File: src/rtl/aquila_pkg.sv
// Shared definitions for the aquila core.
// Fetch entry layout and reset constants.
package aquila_pkg;

  localparam int ILEN = 32;
  localparam logic [31:0] RESET_PC = 32'h0;

  typedef struct packed {
    logic [ILEN-1:0] instr;
    logic [31:0]     pc;
    logic            exc;
  } fetch_entry_t;

endpackage

File: src/rtl/ifetch_fifo.sv
// Small power-of-two FIFO used for fetch entries and PC tags.
// Synchronous clear has priority over push/pop.
module ifetch_fifo #(
  parameter int W     = 32,
  parameter int DEPTH = 4,
  localparam int AW   = $clog2(DEPTH),
  localparam int CW   = AW + 1
) (
  input  logic          clk,
  input  logic          rst,
  input  logic          clr,
  input  logic          push,
  input  logic [W-1:0]  wdata,
  input  logic          pop,
  output logic [W-1:0]  rdata,
  output logic [CW-1:0] count
);

  logic [W-1:0]  mem [DEPTH];
  logic [AW-1:0] wr_ptr;
  logic [AW-1:0] rd_ptr;

  // Pointers wrap naturally; count tracks occupancy.
  always_ff @(posedge clk or negedge rst) begin
    if (!rst) begin
      wr_ptr <= '0;
      rd_ptr <= '0;
      count  <= '0;
    end else if (clr) begin
      wr_ptr <= '0;
      rd_ptr <= '0;
      count  <= '0;
    end else begin
      if (push) wr_ptr <= wr_ptr + 1'b1;
      if (pop)  rd_ptr <= rd_ptr + 1'b1;
      count <= count + CW'(push) - CW'(pop);
    end
  end

  // Storage needs no reset; reads are gated by count.
  always_ff @(posedge clk) begin
    if (push && !clr) mem[wr_ptr] <= wdata;
  end

  assign rdata = mem[rd_ptr];

endmodule

File: src/rtl/ifetch_ctrl.sv
// Fetch control: credit-limited imem requests, tagged queue to decode.
// IFETCH_MISALIGN_EN turns misaligned PCs into exception entries.
module ifetch_ctrl
  import aquila_pkg::*;
#(
  parameter int QDEPTH = 4
) (
  input  logic        clk,
  input  logic        rst,
  input  logic [31:0] pc_in,
  output logic        stall_out,
  input  logic        redirect_valid,
  output logic        imem_req_valid,
  input  logic        imem_req_ready,
  output logic [31:0] imem_req_addr,
  input  logic        imem_rsp_valid,
  input  logic [31:0] imem_rsp_data,
  output logic        dec_valid,
  input  logic        dec_ready,
  output logic [31:0] dec_instr,
  output logic [31:0] dec_pc,
  output logic        dec_exc
);

`ifdef IFETCH_MISALIGN_EN
  localparam bit MIS_EN = 1'b1;
`else
  localparam bit MIS_EN = 1'b0;
`endif

  localparam int CW = $clog2(QDEPTH) + 1;
  localparam int EW = $bits(fetch_entry_t);

  logic [CW-1:0] q_count;
  logic [CW-1:0] t_count;
  logic [CW-1:0] outstanding;
  logic [CW-1:0] drop_cnt;
  logic [CW:0]   used;
  logic          credit;
  logic          mis;
  logic          req_fire;
  logic          dec_fire;
  logic          exc_push;
  logic          rsp_ret;
  logic          rsp_keep;
  logic          rsp_drop;
  logic          q_push;
  logic [31:0]   t_rdata;
  fetch_entry_t  q_wdata;
  fetch_entry_t  q_rdata;

  assign used   = {1'b0, q_count}
                + {1'b0, outstanding};
  assign credit = used < (CW+1)'(QDEPTH);

  assign mis = MIS_EN
            && (pc_in[1:0] != 2'b00);

  assign imem_req_addr = MIS_EN ? pc_in
                       : {pc_in[31:2], 2'b00};

  assign imem_req_valid = rst
                       && !redirect_valid
                       && credit && !mis;

  assign req_fire = imem_req_valid
                 && imem_req_ready;

  assign exc_push = rst && mis
                 && !redirect_valid
                 && credit
                 && (outstanding == '0);

  assign stall_out = !rst
                  || (!(req_fire || exc_push)
                      && !redirect_valid);

  assign rsp_ret  = imem_rsp_valid
                 && (outstanding != '0);
  assign rsp_drop = rsp_ret
                 && (drop_cnt != '0);
  assign rsp_keep = imem_rsp_valid
                 && (drop_cnt == '0)
                 && (t_count != '0);

  assign q_push = (rsp_keep && !redirect_valid)
               || exc_push;

  assign dec_valid = q_count != '0;
  assign dec_fire  = dec_valid && dec_ready;

  assign dec_instr = dec_valid ? q_rdata.instr : '0;
  assign dec_pc    = dec_valid ? q_rdata.pc : '0;
  assign dec_exc   = MIS_EN && dec_valid
                  && q_rdata.exc;

  // Build queue entry from a response or an exception.
  always_comb begin
    q_wdata     = '0;
    q_wdata.pc  = pc_in;
    q_wdata.exc = 1'b1;
    if (rsp_keep) begin
      q_wdata.instr = imem_rsp_data;
      q_wdata.pc    = t_rdata;
      q_wdata.exc   = 1'b0;
    end
  end

  // In-flight and to-be-discarded response counters.
  always_ff @(posedge clk or negedge rst) begin
    if (!rst) begin
      outstanding <= '0;
      drop_cnt    <= '0;
    end else begin
      outstanding <= outstanding
                   + CW'(req_fire)
                   - CW'(rsp_ret);
      if (redirect_valid)
        drop_cnt <= outstanding - CW'(rsp_ret);
      else if (rsp_drop)
        drop_cnt <= drop_cnt - 1'b1;
    end
  end

  ifetch_fifo #(
    .W     (32),
    .DEPTH (QDEPTH)
  ) u_tag (
    .clk   (clk),
    .rst   (rst),
    .clr   (redirect_valid),
    .push  (req_fire),
    .wdata (pc_in),
    .pop   (rsp_keep),
    .rdata (t_rdata),
    .count (t_count)
  );

  ifetch_fifo #(
    .W     (EW),
    .DEPTH (QDEPTH)
  ) u_queue (
    .clk   (clk),
    .rst   (rst),
    .clr   (redirect_valid),
    .push  (q_push),
    .wdata (q_wdata),
    .pop   (dec_fire),
    .rdata (q_rdata),
    .count (q_count)
  );

endmodule

File: config.mk
export PLATFORM = sky130hd
export DESIGN_NAME = ifetch_ctrl
export DESIGN_NICKNAME = d
export VERILOG_FILES = /design/src/rtl/aquila_pkg.sv /design/src/rtl/ifetch_fifo.sv /design/src/rtl/ifetch_ctrl.sv
export SDC_FILE = /design/constraint.sdc
export NUM_CORES = 1
export LEC_CHECK = 0
export CAP_MARGIN = 20
export CORE_UTILIZATION = 45
export CTS_CLUSTER_DIAMETER = 200
export DETAILED_ROUTE_END_ITERATION = 10
export PLACE_DENSITY = 0.73
export SYNTH_ARGS = -nofsm -noshare
export SYNTH_HDL_FRONTEND = slang
export SYNTH_SLANG_ARGS = --single-unit
export TNS_END_PERCENT = 50
File: constraint.sdc
create_clock -name clk -period 7.86 [get_ports clk]
set_clock_uncertainty 0.1 [all_clocks]
set_input_delay 1.179 -clock clk [delete_from_list [all_inputs] [get_ports clk]]
set_output_delay 1.179 -clock clk [all_outputs]
set_load 0.005 [all_outputs]
Word-level counts from Yosys, hierarchy flattened
Memory sizes are Yosys's and may differ from the RTL's.
Index checks and enable logic that the tools add are counted.

word-level totals
  logic and storage cells = 69
  bits of input ports = 70
  register bits = 20
  RAM bits = 388
  memories kept = 2
  output and inout port bits = 100

operators by class
  mux-type cells = 19
  $add $sub $neg = 13
  $lt $le $gt $ge = 1
  reductions and logical operators = 26

memories
  memory       words  bits a word  read ports  clocked after Yosys merged registers in  wr ports  RTL line           RTL
  u_queue.mem  4      65           1           0                                        1         ifetch_fifo.sv:19  logic [W-1:0] mem [DEPTH];
  u_tag.mem    4      32           1           0                                        1         ifetch_fifo.sv:19

operators by type and width
  cell                                                                  count
  65-bit two-way mux                                                    1
  32-bit two-way mux                                                    2
  2-bit two-way mux                                                     8
  1-bit logical AND                                                     12
  3-bit two-way mux                                                     4
  3-bit nonzero test                                                    4
  3-bit by 1-bit subtractor with 3-bit output                           4
  2-bit nonzero test                                                    5
  3-bit by 1-bit adder with 3-bit output                                3
  2-bit by 1-bit adder with 2-bit output, second input constant         4
  3-bit by 3-bit adder with 4-bit output                                1
  4-bit by 3-bit < comparator with 1-bit output, second input constant  1
  1-bit two-way mux                                                     4
  1-bit zero test                                                       3
  3-bit zero test                                                       1
  3-bit by 1-bit subtractor with 3-bit output, second input constant    1
  1-bit logical OR                                                      1

Depth between registers and ports, before layout
Gate-level depths: netlist (run 1).

  word-level depth = 7
  depth in mapped cells = 15
  gate-level depth less buffers = 13

Modules after synthesis
From an unflattened synthesis (run 1), not the netlist that was laid out.

unflattened totals
  cell total of the unflattened synthesis = 811
  area, all modules = 16,782.3 um^2

modules (own cells, without submodules)
  module                 area an instance (um^2)  sequential area each (um^2)  cells an instance  times used
  ifetch_fifo (u_queue)  9,816.9                  7,982.7                      377                1
  ifetch_fifo (u_tag)    5,092.4                  4,018.9                      205                1
  ifetch_ctrl            1,873.0                  150.1                        229                1

Worst setup path after synthesis (run 1)
OpenSTA, ideal clock, no wires.

  path kind = input to register
  start = input port redirect_valid
  end = memory u_queue.mem[0][10] (netlist bit), enable pin
  setup slack = 914 ps
  path buffers = 2
  required time = 7,182 ps
  arrival time = 6,268 ps
  stages = 3
  cell sequence = clkbuf_1 -> clkbuf_1 -> nor3b_1

on the way
  cells in the longest elaborated chain, start to end = 5

RTL lines
  element                                      RTL line                              RTL
  start: declaration                           ifetch_ctrl.sv:12                     input logic redirect_valid,
  1-bit zero test (*)                          ifetch_fifo.sv:42, ifetch_ctrl.sv:86
  1-bit logical AND                            ifetch_ctrl.sv:86                     assign q_push = (rsp_keep && !redirect_valid)
  1-bit logical AND (*)                        ifetch_fifo.sv:42                     if (push && !clr) mem[wr_ptr] <= wdata;
  1-bit two-way mux (*)                        ifetch_fifo.sv:42
  1-bit two-way mux (implied by the code) (*)  ifetch_fifo.sv:42
  end: declaration                             ifetch_fifo.sv:19

Mark *: on every way between the ends. The rest lies on a longest branch, timed or not.

Worst setup path after layout (run 1)
  start = register u_queue.rd_ptr[0]
  end = output port dec_pc[3]

on the way
  cells in the longest elaborated chain, start to end = 2

RTL lines
  element                   RTL line           RTL
  start: declaration        ifetch_fifo.sv:21  logic [AW-1:0] rd_ptr;
  start signal: assignment  ifetch_fifo.sv:35  if (pop) rd_ptr <= rd_ptr + 1'b1;
  memory 4 x 65 bit         n/a
  32-bit two-way mux        ifetch_ctrl.sv:93  assign dec_pc = dec_valid ? q_rdata.pc : '0;
  end: declaration          ifetch_ctrl.sv:21  output logic [31:0] dec_pc,

Every way passes these cells.

==> results of run 1 <==
==> layer usage <==
| layer | up-vias | part of all wire |
|---|---|---|
| li1 | 3522 | - |
| met1 | 4125 | 0.42 |
| met4 | 0 | 0.014 |
| met5 | - | 0 |
| met2 | 178 | 0.53 |
| met3 | 41 | 0.039 |
==> worst register-to-register path, delay by kind of cell (launching register included) <==
family / cells / cell delay, ns
xor gates and xnor gates: 1 / 0.17
adders and majority gates: 4 / 1.06
buffers and inverters: 4 / 0.49
DFF: 1 / 0.39
and+or+nand+nor: 4 / 0.71
==> worst min path at each step <==
stage	endpoint	slack (ns)
global placement	u_tag.wr_ptr[0]	0.44
CTS	u_tag.wr_ptr[0]	0.46
detailed placement	u_tag.wr_ptr[0]	0.45
global route	u_tag.wr_ptr[0]	0.50
floorplan	u_tag.wr_ptr[0]	0.40
finish	u_tag.wr_ptr[0]	0.45
==> cells in the mapped netlist, types with 2 or more instances <==
cell        n  area (sq um)
edfxtp_1  384         11500
mux4_2     96          2160
and2_1     69           432
buf_4      40           300
and3_1     30           188
mux2_4     29           435
clkbuf_1   21          78.8
dfrtp_1    20           500
ha_1       20           250
inv_1      20          75.1
buf_2       8          40.0
nor2_1      8          30.0
nor3_1      5          25.0
a21oi_1     4          20.0
buf_6       4          45.0
mux2_2      4          45.0
nand3_1     4          20.0
nor2b_1     4          25.0
nor3b_1     4          30.0
o21ai_0     4          20.0
xnor2_1     4          35.0
xor2_1      4          35.0
and3_2      3          22.5
buf_12      3          60.1
fa_1        3          60.1
nand2_1     3          11.3
o31a_1      3          26.3
o31ai_1     3          22.5
o21a_1      2          15.0
or3_1       2          12.5
==> through the flow <==
step / instance area [sq um] / util / hold slack [ns]
after global placement: 18500 / 0.507 / 0.435
final: 19800 / 0.543 / 0.455
after detailed placement: 18500 / 0.507 / 0.450
after CTS: 19800 / 0.542 / 0.459
after global routing: 19800 / 0.543 / 0.495
after floorplan: 16700 / - / 0.400
==> power by group <==
group          internal (mW)  switching, mW
Clock                   1.07          0.775
Combinational          0.533          0.403
Sequential              2.41         0.0978
==> layout make-up <==
type | instances | share of cell area
Clock inverter | 18 | 0.00783
Timing Repair Buffer | 178 | 0.0893
Multi-Input combinational cell | 321 | 0.205
Tap cell | 468 | 0.0295
Inverter | 22 | 0.00455
Sequential cell | 404 | 0.608
Clock buffer | 55 | 0.0566
==> state kept, by name, summed over array words and instances (netlist names), 3 cells and up <==
| signal | flops |
|---|---|
| u_queue.mem | 256 |
| u_tag.mem | 128 |
| drop_cnt | 3 |
| outstanding | 3 |
| u_queue.count | 3 |
| u_tag.count | 3 |
==> logic make-up (layout without fill, tap and decap cells) <==
group	after synthesis	after routing
mux	130	130
compound gates	18	18
flops	404	404
simple gates	139	139
xor+xnor	8	8
buf+inv	99	273
fa+ha+maj	23	23
other cells	1	3
==> impl_metrics.ini, run 1 <==
[global_route]
grt_use_met3 = 0.0262
grt_pass1_vias = 8383
grt_util_met2 = 0.307
antenna_found_initial = 0
grt_use_met1 = 0.224
grt_busiest_layer = met2
grt.overflow.total = 0
grt_max_degree = 66
grt_pass1_wl_mm = 49.4
grt.total_usage = 0.172

[worst_setup_path]
cp_max_fo = 41
cp-endpoint = dec_pc[3]
crit_arrival_ns = 3.35
crit_chain = buf_4 > mux4_2 > and2_1 > clkdlybuf4s50_1
critPathSlowestCell = buf_4
regToRegEndpoint = u_tag.count[2]
crit_start = u_queue.rd_ptr[0]
end_kind = output pin
crit_path_max_incr_delay_ns = 0.77
path_depth = 4
cp_top_family = buffers and inverters
crit_buf_inv = 2
worstSetupPathType = register to output pin
reg2reg_depth = 13
regToRegSetupSlack_ns = 4.86
timing.rr.start = drop_cnt[0]
cp_data_required_time_ns = 6.58
cp-start-kind = register

[sta]
worst_pin_slew_ns = 1.04
finalMaxSlewViolations = 0
tns_ns = 0
finalSetupViolCount = 0
period_minus_slack_ns = 4.63
fmax_ghz = 0.216
hold_viol = 0
rsz0062_at_grt = no
period_share = 0.589
maxSlewHeadroom = 0.306
fin_ws_ns = 3.23

[logic_synthesis]
yosys.area_share.adder = 0.0186
synth_mux_area_frac = 0.159
yosysUniqueCellTypes = 44
netlist_area_sq_um = 16700
ys_async_sr_fraction = 0.0495
syn-instance-count = 822
synth-edff-count = 384
ys_ff_latch = 404
synth_simple_gate_area_frac = 0.0518
synth_xor_area_frac = 0.00420
synth_top_family_by_area = multiplexers
synthFlopType = edfxtp_1
ys_warn_count = 0
synth_compound_area_frac = 0.00721
syn_area_per_cell_sq_um = 20.3
seq_area_frac_synth = 0.722

[clock_tree]
clk_latency_ns = 0.53
cts_resized = 0
h-tree-depth = 2
post_cts_buffers = 0
clock_path_buffers = 3
cts-root-buf = clkbuf_16
cts_hold_buffers = 0
cts_tree = built
cts_made_buffers = 42
cts.reportedPaths.clkPinSlew_ns = 0.06
clock-sinks = 404

[detailed_routing]
via_per_inst = 5.37
postRouteAntennaNets = 0
routed_wl_mm = 31.9
drc = 0
vias = 7866
first_iter_violations = 389
routedWlPerCell_um = 21.8
dr.pass1.iters = 7

[power_and_ir_drop]
p_leak_nw = 6.82
totalPowerFinal_mw = 5.29
p_per_area_nw_per_um2 = 267
vdd_drop_max_mv = 0.135

[floorplan]
top_level_ports = 170
dieArea_sq_um = 37800
fp.dieH_um = 194
die_w_um = 194
fp.coreArea_sq_um = 36500
start_util = 0.456
fp-row-count = 70

[flow_run]
drv_cap = 0

[cells_and_area]
final_nets = 1062
final_cell_mix = edfxtp_1, clkdlybuf4s50_1, mux4_2, and2_1, clkbuf_16
final-instance-count-excl-fill = 1466
n_antenna_cell = 0
multiInputGateArea_sq_um = 4050
final_common_cell = edfxtp_1
seqCellArea_sq_um = 12000
fill_cells = 2808
drive_gt1_frac = 0.213
area_growth_pct = 18.9

[place]
dp_hpwl_mm = 17.2
placed_cells = 1392
portBuffers = 166
place_congestion = 0.695
post-place-ws_ns = 3.06

[outcome]
status = completed

[worst_hold_path]
min_path_cells = 1
hold_path.class = register to register
min_from = u_tag.wr_ptr[0]
Power figures use the tool's default switching activity.
==> run 2: changes to the inputs <==
clock period = 4.3 ns   (was 7.86 ns; I/O delays follow)
==> impl_metrics.ini, run 2 (synthesis results as in run 1) <==
[worst_setup_path]
critPathSlowestCell = dfrtp_4
end_kind = output pin
crit_path_max_incr_delay_ns = 0.80
reg2reg_depth = 12
cp-start-kind = register
cp_max_fo = 26
crit_chain = buf_4 > mux4_2 > and2_1 > clkdlybuf4s50_1
crit_arrival_ns = 2.91
cp_data_required_time_ns = 3.56
worstSetupPathType = register to output pin

[flow_run]
drv_cap = 0

[place]
dp_hpwl_mm = 19.1
portBuffers = 166
post-place-ws_ns = 0.813
place_congestion = 0.724

[sta]
hold_viol = 0
fin_ws_ns = 0.645
finalSetupViolCount = 0
period_minus_slack_ns = 3.66
tns_ns = 0
period_share = 0.850
rsz0062_at_grt = no
finalMaxSlewViolations = 0
maxSlewHeadroom = 0.374
fmax_ghz = 0.274
worst_pin_slew_ns = 0.939

[detailed_routing]
routed_wl_mm = 32.2
via_per_inst = 5.39
vias = 7986
postRouteAntennaNets = 0
dr.pass1.iters = 4
routedWlPerCell_um = 21.7
first_iter_violations = 426
drc = 0

[cells_and_area]
final_common_cell = edfxtp_1
n_antenna_cell = 0
area_growth_pct = 20.1
reg.largest.list = u_queue.mem (256), u_tag.mem (128)
drive_gt1_frac = 0.228
final_nets = 1076
final_cell_mix = edfxtp_1, clkdlybuf4s50_1, mux4_2, and2_1, clkbuf_16
largest-register = u_queue.mem
largest_register_ff_count = 256

[global_route]
grt_max_degree = 47
grt_pass1_vias = 8511
grt_pass1_wl_mm = 49.8
antenna_found_initial = 0
grt.total_usage = 0.173
grt.overflow.total = 0

[floorplan]
dieArea_sq_um = 37800
die_w_um = 194
fp.coreArea_sq_um = 36500
start_util = 0.456
fp.dieH_um = 194
fp-row-count = 70
top_level_ports = 170

[power_and_ir_drop]
vdd_drop_max_mv = 0.301
totalPowerFinal_mw = 9.93
p_per_area_nw_per_um2 = 496
p_leak_nw = 6.94

[clock_tree]
clk_latency_ns = 0.53
cts_made_buffers = 42
clock-sinks = 404
cts_resized = 0
cts_tree = built
clock_path_buffers = 3
post_cts_buffers = 0
h-tree-depth = 2
cts.reportedPaths.clkPinSlew_ns = 0.06
cts-root-buf = clkbuf_16
cts_hold_buffers = 0

[outcome]
status = completed

[worst_hold_path]
hold_path.class = primary input to asynchronous set/reset pin
-- run 2: cell types whose count changed in the layout (fill, tap and decap cells not counted) --
cell / before / now
inv_8: 2 / 1
clkbuf_1: 12 / 6
clkinvlp_4: 0 / 1
inv_6: 1 / 0
clkbuf_8: 0 / 2
buf_4: 11 / 24
clkinv_1: 8 / 11
clkinv_8: 0 / 1
bufinv_16: 2 / 6
buf_12: 0 / 2
inv_16: 1 / 0
clkbuf_16: 44 / 42
-- run 2: layout make-up --
| cell class | count | area, sq um |
|---|---|---|
| clock buffers | 50 | 1100 |
| clock inverters | 24 | 270 |
| fillers | 2814 | 16500 |
| inverters | 22 | 90.1 |
| multi-input cells | 321 | 4050 |
| flip-flops and latches | 404 | 12000 |
| well taps | 468 | 586 |
| repair buffers | 192 | 1880 |
-- run 2: per-stage QoR --
step	util	instances	instance area, sq um	hold WS (ns)
finish	0.548	1481	20000	0.381
global route	0.548	1481	20000	0.395
CTS	0.548	1481	20000	0.377
detailed placement	0.511	1407	18700	0.446
global placement	0.511	1407	18700	0.428
floorplan	-	824	16700	0.249
-- run 2: final timing paths --
kind                                   startpoint                 to  slack [ns]
max in group asynchronous                     rst  u_queue.rd_ptr[0]        3.48
worst max register to register     u_tag.count[1]     u_tag.count[2]        1.30
min in group clk                  u_tag.wr_ptr[0]    u_tag.wr_ptr[0]        0.45
worst min register to register    u_tag.wr_ptr[0]    u_tag.wr_ptr[0]        0.45
worst min-delay path                          rst   u_queue.count[0]        0.38
worst max-delay path            u_queue.rd_ptr[0]      dec_instr[13]        0.64
-- run 2: where the power goes --
| part | internal (mW) | switching [mW] |
|---|---|---|
| combinational | 1.00 | 0.773 |
| sequential | 4.40 | 0.169 |
| clock | 2.18 | 1.41 |
-- run 2: critical path, delay by kind of cell (launching register included) --
kind,cells,cell delay [ns]
flip-flops,1,0.80
AND/OR/NAND/NOR,1,0.19
multiplexers,1,0.53
buffers and inverters,2,0.85
-- run 2: routing by layer --
metal,global-route usage,wire [um],vias to the layer above
met4,0.0450,593,0
met3,0.0241,1500,47
met1,0.235,14100,4170
met2,0.295,16000,218
met5,0,0,-
li1,-,-,3551
==> run 3: changes to the inputs <==
ABC_CLOCK_PERIOD_IN_PS = 4300   (was unset)
==> results of run 3 <==
The final DEF is identical to that of run 2; final timing and power are the same.
